[src/rtl/dds_ctrl_pkg.sv]
// dds_ctrl_pkg: shared definitions for the DDS sweep controller.
//   - sweep FSM state encoding
//   - register map addresses
//   - MODE register bit positions
//   - DWELL register reset value
package dds_ctrl_pkg;

  typedef enum logic [1:0] {
    StIdle,
    StLoad,
    StRun,
    StDone
  } state_e;

  localparam logic [2:0] AddrStart = 3'd0;
  localparam logic [2:0] AddrStop  = 3'd1;
  localparam logic [2:0] AddrStep  = 3'd2;
  localparam logic [2:0] AddrDwell = 3'd3;
  localparam logic [2:0] AddrWave  = 3'd4;
  localparam logic [2:0] AddrMode  = 3'd5;

  localparam int unsigned ModeRepeatBit = 0;
  localparam int unsigned DwellDefault  = 1;

endpackage

[src/rtl/dds_ftw_stepper.sv]
// dds_ftw_stepper: combinational next-FTW computation for a linear sweep.
// Ports:
//   cur     - current FTW
//   step    - step size (0 jumps straight to stop)
//   stop    - final FTW of the sweep
//   dir_up  - 1: sweep upward, 0: sweep downward
//   next    - next FTW, clamped to stop (never wraps past it)
//   at_stop - cur has reached stop
module dds_ftw_stepper #(
  parameter int unsigned FTW_W = 32
) (
  input  logic [FTW_W-1:0] cur,
  input  logic [FTW_W-1:0] step,
  input  logic [FTW_W-1:0] stop,
  input  logic             dir_up,
  output logic [FTW_W-1:0] next,
  output logic             at_stop
);

  // One extra bit holds the carry (up) or the borrow (down).
  logic [FTW_W:0] sum;
  logic [FTW_W:0] diff;

  always_comb begin
    sum  = {1'b0, cur} + {1'b0, step};
    diff = {1'b0, cur} - {1'b0, step};
    next = stop;
    if (step != '0) begin
      if (dir_up) begin
        if (sum < {1'b0, stop}) next = sum[FTW_W-1:0];
      end else begin
        if (!diff[FTW_W] && (diff[FTW_W-1:0] > stop)) next = diff[FTW_W-1:0];
      end
    end
  end

  assign at_stop = (cur == stop);

endmodule

[src/rtl/dds_sweep_ctrl.sv]
// dds_sweep_ctrl: drives DDS tuning inputs to produce linear frequency sweeps.
// Ports:
//   Clk, Rst              - DDS clock, synchronous active-high reset
//   cfg_we/addr/wdata     - write-only register port (START/STOP/STEP/DWELL/WAVE/MODE)
//   start, abort          - single-cycle control pulses (abort has priority)
//   ftw_out, wave_sel_out - DDS tuning word and waveform select
//   busy                  - high while loading or running a sweep
//   done                  - one-cycle pulse at sweep completion
//   wrap                  - one-cycle pulse when repeat mode reloads START
module dds_sweep_ctrl
  import dds_ctrl_pkg::*;
#(
  parameter int unsigned FTW_W   = 32,  // must not exceed the 32-bit write bus
  parameter int unsigned DWELL_W = 16
) (
  input  logic             Clk,
  input  logic             Rst,
  input  logic             cfg_we,
  input  logic [2:0]       cfg_addr,
  input  logic [31:0]      cfg_wdata,
  input  logic             start,
  input  logic             abort,
  output logic [FTW_W-1:0] ftw_out,
  output logic [2:0]       wave_sel_out,
  output logic             busy,
  output logic             done,
  output logic             wrap
);

  // Host-visible registers.
  logic [FTW_W-1:0]   reg_start, reg_stop, reg_step;
  logic [DWELL_W-1:0] reg_dwell;
  logic [2:0]         reg_wave;
  logic               reg_repeat;

  // Shadows used by the running sweep.
  logic [FTW_W-1:0]   sh_start, sh_stop, sh_step;
  logic [DWELL_W-1:0] sh_dwell;
  logic [2:0]         sh_wave;
  logic               sh_repeat, sh_dir_up;

  state_e             state_q, state_d;
  logic [FTW_W-1:0]   ftw_q, ftw_d;
  logic [DWELL_W-1:0] cnt_q, cnt_d;
  logic [2:0]         wave_q, wave_d;
  logic               wrap_q, wrap_d;
  logic               load_shadow;

  logic [FTW_W-1:0]   step_next;
  logic               at_stop;
  logic [DWELL_W-1:0] dwell_last;

  always_ff @(posedge Clk) begin
    if (Rst) begin
      reg_start  <= '0;
      reg_stop   <= '0;
      reg_step   <= '0;
      reg_dwell  <= DWELL_W'(DwellDefault);
      reg_wave   <= '0;
      reg_repeat <= 1'b0;
    end else if (cfg_we) begin
      case (cfg_addr)
        AddrStart: reg_start  <= cfg_wdata[FTW_W-1:0];
        AddrStop:  reg_stop   <= cfg_wdata[FTW_W-1:0];
        AddrStep:  reg_step   <= cfg_wdata[FTW_W-1:0];
        AddrDwell: reg_dwell  <= cfg_wdata[DWELL_W-1:0];
        AddrWave:  reg_wave   <= cfg_wdata[2:0];
        AddrMode:  reg_repeat <= cfg_wdata[ModeRepeatBit];
        default:   ;
      endcase
    end
  end

  always_ff @(posedge Clk) begin
    if (Rst) begin
      sh_start  <= '0;
      sh_stop   <= '0;
      sh_step   <= '0;
      sh_dwell  <= DWELL_W'(DwellDefault);
      sh_wave   <= '0;
      sh_repeat <= 1'b0;
      sh_dir_up <= 1'b1;
    end else if (load_shadow) begin
      sh_start  <= reg_start;
      sh_stop   <= reg_stop;
      sh_step   <= reg_step;
      sh_dwell  <= reg_dwell;
      sh_wave   <= reg_wave;
      sh_repeat <= reg_repeat;
      sh_dir_up <= (reg_start <= reg_stop);
    end
  end

  dds_ftw_stepper #(
    .FTW_W (FTW_W)
  ) u_stepper (
    .cur     (ftw_q),
    .step    (sh_step),
    .stop    (sh_stop),
    .dir_up  (sh_dir_up),
    .next    (step_next),
    .at_stop (at_stop)
  );

  // DWELL of 0 behaves as 1.
  assign dwell_last = (sh_dwell == '0) ? '0 : sh_dwell - 1'b1;

  always_ff @(posedge Clk) begin
    if (Rst) begin
      state_q <= StIdle;
      ftw_q   <= '0;
      cnt_q   <= '0;
      wave_q  <= '0;
      wrap_q  <= 1'b0;
    end else begin
      state_q <= state_d;
      ftw_q   <= ftw_d;
      cnt_q   <= cnt_d;
      wave_q  <= wave_d;
      wrap_q  <= wrap_d;
    end
  end

  always_comb begin
    state_d     = state_q;
    ftw_d       = ftw_q;
    cnt_d       = cnt_q;
    wrap_d      = 1'b0;
    load_shadow = 1'b0;
    // In LOAD the register value is what the shadow is capturing, so both agree.
    wave_d      = ((state_q == StIdle) || (state_q == StLoad)) ? reg_wave : sh_wave;

    case (state_q)
      StIdle: begin
        if (start) state_d = StLoad;
      end
      StLoad: begin
        load_shadow = 1'b1;
        ftw_d       = reg_start;
        cnt_d       = '0;
        state_d     = StRun;
      end
      StRun: begin
        cnt_d = cnt_q + 1'b1;
        if (cnt_q == dwell_last) begin
          cnt_d = '0;
          if (!at_stop) begin
            ftw_d = step_next;
          end else if (sh_repeat) begin
            ftw_d  = sh_start;
            wrap_d = 1'b1;
          end else begin
            state_d = StDone;
          end
        end
      end
      StDone: begin
        state_d = StIdle;
      end
      default: begin
        state_d = StIdle;
      end
    endcase

    if (abort) begin
      state_d     = StIdle;
      ftw_d       = '0;
      cnt_d       = '0;
      wrap_d      = 1'b0;
      load_shadow = 1'b0;
    end
  end

  assign ftw_out      = ftw_q;
  assign wave_sel_out = wave_q;
  assign busy         = (state_q == StLoad) || (state_q == StRun);
  assign done         = (state_q == StDone);
  assign wrap         = wrap_q;

endmodule
[config.mk]
export PLATFORM = sky130hd
export DESIGN_NAME = dds_sweep_ctrl
export DESIGN_NICKNAME = d
export VERILOG_FILES = /design/src/rtl/dds_ctrl_pkg.sv /design/src/rtl/dds_ftw_stepper.sv /design/src/rtl/dds_sweep_ctrl.sv
export SDC_FILE = /design/constraint.sdc
export NUM_CORES = 1
export LEC_CHECK = 0
export ABC_AREA = 1
export BUFFER_PORTS_ARGS = -buffer_cell sky130_fd_sc_hd__clkbuf_2
export CORE_AREA = 2 2 197 199
export CTS_CLUSTER_DIAMETER = 50
export DETAILED_ROUTE_END_ITERATION = 6
export DIE_AREA = 0 0 199 201
export PLACE_DENSITY = 0.72
export SLEW_MARGIN = 10
export SYNTH_ARGS = -nofsm -noshare
export SYNTH_HDL_FRONTEND = slang
export SYNTH_SLANG_ARGS = --single-unit
[constraint.sdc]
create_clock -name Clk -period 8.02 [get_ports Clk]
set_clock_uncertainty 0.1 [all_clocks]
set_input_delay 1.604 -clock Clk [delete_from_list [all_inputs] [get_ports Clk]]
set_output_delay 1.604 -clock Clk [all_outputs]
set_load 0.01 [all_outputs]
==> results.cfg <==
[finish]
drive_gt1_share_pct = 6.71
n_antenna_cell = 0
flow.area_growth_from_synthesis_pct = 8.35
fillCellCount = 3802
num-nets-final = 3414

[global_route]
congestion_overflow_gr = 0
grtUsageMet1_pct = 49.1
grt_antenna_before_repair = 0
global_route_wire_length_before_repair_um = 112000
grt.busiest_layer = met2
pin_count_of_the_biggest_net_entering_global_routing = 103
grt_util_met2_pct = 58.0
grt.met3_usage_pct = 4.92
gr-usage-all-layers_pct = 36.2
first_global_vias = 19737

[route]
drt_iter0_drc = 2182
antenna_violating_nets_post_route = 0
detailedRoute.firstPassIterationCount = 6
finalWirelength_um = 73100
routedWlPerCell_um = 19.5
route.vias.total = 21306
via_per_inst = 5.68
drc = 0

[clock_network]
clkLatencyLatePin_ps = 540
postCtsHoldBufs = 0
cts.repair_timing.setup_buffer_count = 0
postCtsResizedCells = 0
clock_path_buffers = 3
h_tree_depth = 2
inserted_clock_buffers = 37
worst_setup_hold_path_clk_slew_ps = 60
root_buffer = clkbuf_16
tritoncts = yes
clock_sinks = 287

[placement]
gp_congestion = 1.00
hpwlAfterDp_um = 56400
port_buffers = 77
dp_worst_setup_slack_ps = 1990

[floorplan]
io_pins = 78
floorplan.die.width_um = 199
std_cell_rows = 72
core_um2 = 38100
floorplan.initialDensity_pct = 53.8
die_area_um2 = 40000
die_y_um = 201

[sta]
rsz0062_at_grt = no
period_share_pct = 78.3
final_hold_viol_count = 0
post-route-min-period_ps = 6280
slew_violations = 0
fin_ws_ps = 1740
fin_setup_tns_ps = 0
worst_slew_margin_rel_pct = 20.3
final_setup_vio_count = 0
worst_max_slew_pin_slew_ps = 1190
hold_ws_ps = 350
max_clk_rate_ghz = 0.159

[run_status]
outcome = completed

[pwr]
total_leakage_power_nw = 11.3
vdd.ir_drop.worst_v = 0.000180
cellPowerDensity_nw_per_um2 = 225

[synth]
ys_ff_latch = 287
post_synth_num_cell_types = 49
synth_top_area_cell = dfxtp_1
synth_sequential_area_ratio_pct = 28.0
synth_top_flop_cell = dfxtp_1
post-synth-top-count-cell = nand2_1
syn_area_um2 = 20500
ys_warn_count = 0
synth_enable_flop_cells = 0
synthesis.area_per_instance_um2 = 6.34
synthesized_instance_count = 3232
synth.net_count = 3440
ys_top_cells_by_area = dfxtp_1, nand2_1, ha_1
synthTopCellsByCount = nand2_1, inv_1, o21ai_0
synth_async_sr_flop_share_pct = 0
synth.top_cell.area_share_pct = 28.0

[critical_path]
cpMostUsedCell = nand2_1
required_ps = 8390
reg2reg_slack_ps = 1740
timing.critical_path.from_type = flop
crit_type = reg2reg
worstSetupEndpointType = flop
crit_path_max_fanout = 32
arrival_ps = 6650
worst_path_max_delay_cell = nand3_2
critPathMaxStageDelay_ps = 670

[worst_hold_path]
worstHoldPathType = reg2reg

[job]
maximum_capacitance_violations = 0
-- worst paths after layout --
check	from	end	depth (start not counted)
worst max-delay path	ftw_out[0]	ftw_out[20]	29
worst min-delay path	reg_dwell[10]	reg_dwell[10]	2
worst max register to register	ftw_out[0]	ftw_out[20]	29
worst min register to register	reg_dwell[10]	reg_dwell[10]	2
-- placed cells by master, fill, tap and decap left out, drive strengths merged, types with 7 or more instances in the layout --
cell / Yosys / final
dfxtp: 287 / 287
clkbuf: 101 / 123
nand2: 694 / 694
buf: 56 / 15
nor4: 18 / 18
ha: 166 / 166
nand3: 213 / 213
xnor2: 8 / 8
o21ai: 349 / 349
inv: 468 / 477
a21oi: 327 / 327
or2: 7 / 7
xor2: 57 / 57
nor3: 29 / 29
clkinv: 6 / 14
nor2: 321 / 321
nand4: 75 / 75
-- stage by stage --
step	cell area, um2	instances	power, mW	util [%]
2_1_floorplan	20500	3232	2.82	-
3_3_place_gp	21000	3685	3.27	55.0
3_5_place_dp	21000	3685	3.29	55.0
4_1_cts	22200	3751	4.97	58.3
5_1_grt	22200	3751	5.28	58.3
6_report	22200	3751	5.00	58.3
-- registers in the layout (all words and copies together) (netlist names), 32 cells and up --
signal and count:
ftw_out 32, sh_step 32, sh_stop 32, reg_stop 32
reg_start 32, sh_start 32, reg_step 32
-- metal layers --
layer  vias up  wire, um
met2       879     32300
met5         -         0
li1      10433         -
met3       155      5530
met4         0      3210
met1      9839     32000
-- logic make-up (layout without fill, tap and decap cells) --
| family | Yosys count | in the layout | synth area share, % |
|---|---|---|---|
| AOI/OAI and AO/OA | 707 | 707 | 17.8 |
| xor gates and xnor gates | 65 | 65 | 2.78 |
| adders and majority gates | 168 | 168 | 10.3 |
| buffers and inverters | 631 | 632 | 12.2 |
| DFF | 287 | 287 | 28.0 |
| and+or+nand+nor | 1374 | 1374 | 28.9 |
-- power by group --
part / total (mW) / switching (mW) / leakage [nW] / internal, mW
clock network: 1.69 / 0.698 / 0.616 / 0.991
registers: 1.53 / 0.0509 / 2.33 / 1.48
logic: 1.78 / 1.23 / 8.36 / 0.552
total: 5.00 / 1.97 / 11.3 / 3.03
-- worst max-delay path, delay by kind of cell, from the launching register on --
family                   cells  cell delay (ps)
adder cells (fa/ha/maj)      3              990
flip-flops                   1              530
AO/OA/AOI/OAI                1              110
AND/OR/NAND/NOR             23             4220
buffers and inverters        2              230
-- cell type report --
type	count	area [um2]	area share (%)
clock buffers	46	1020	4.59
multi-input cells	2314	12300	55.3
flip-flops and latches	287	5750	25.9
clock inverters	20	231	1.04
well taps	518	648	2.92
inverters	474	1780	8.02
repair buffers	92	498	2.24
Power figures use the tool's default switching activity.
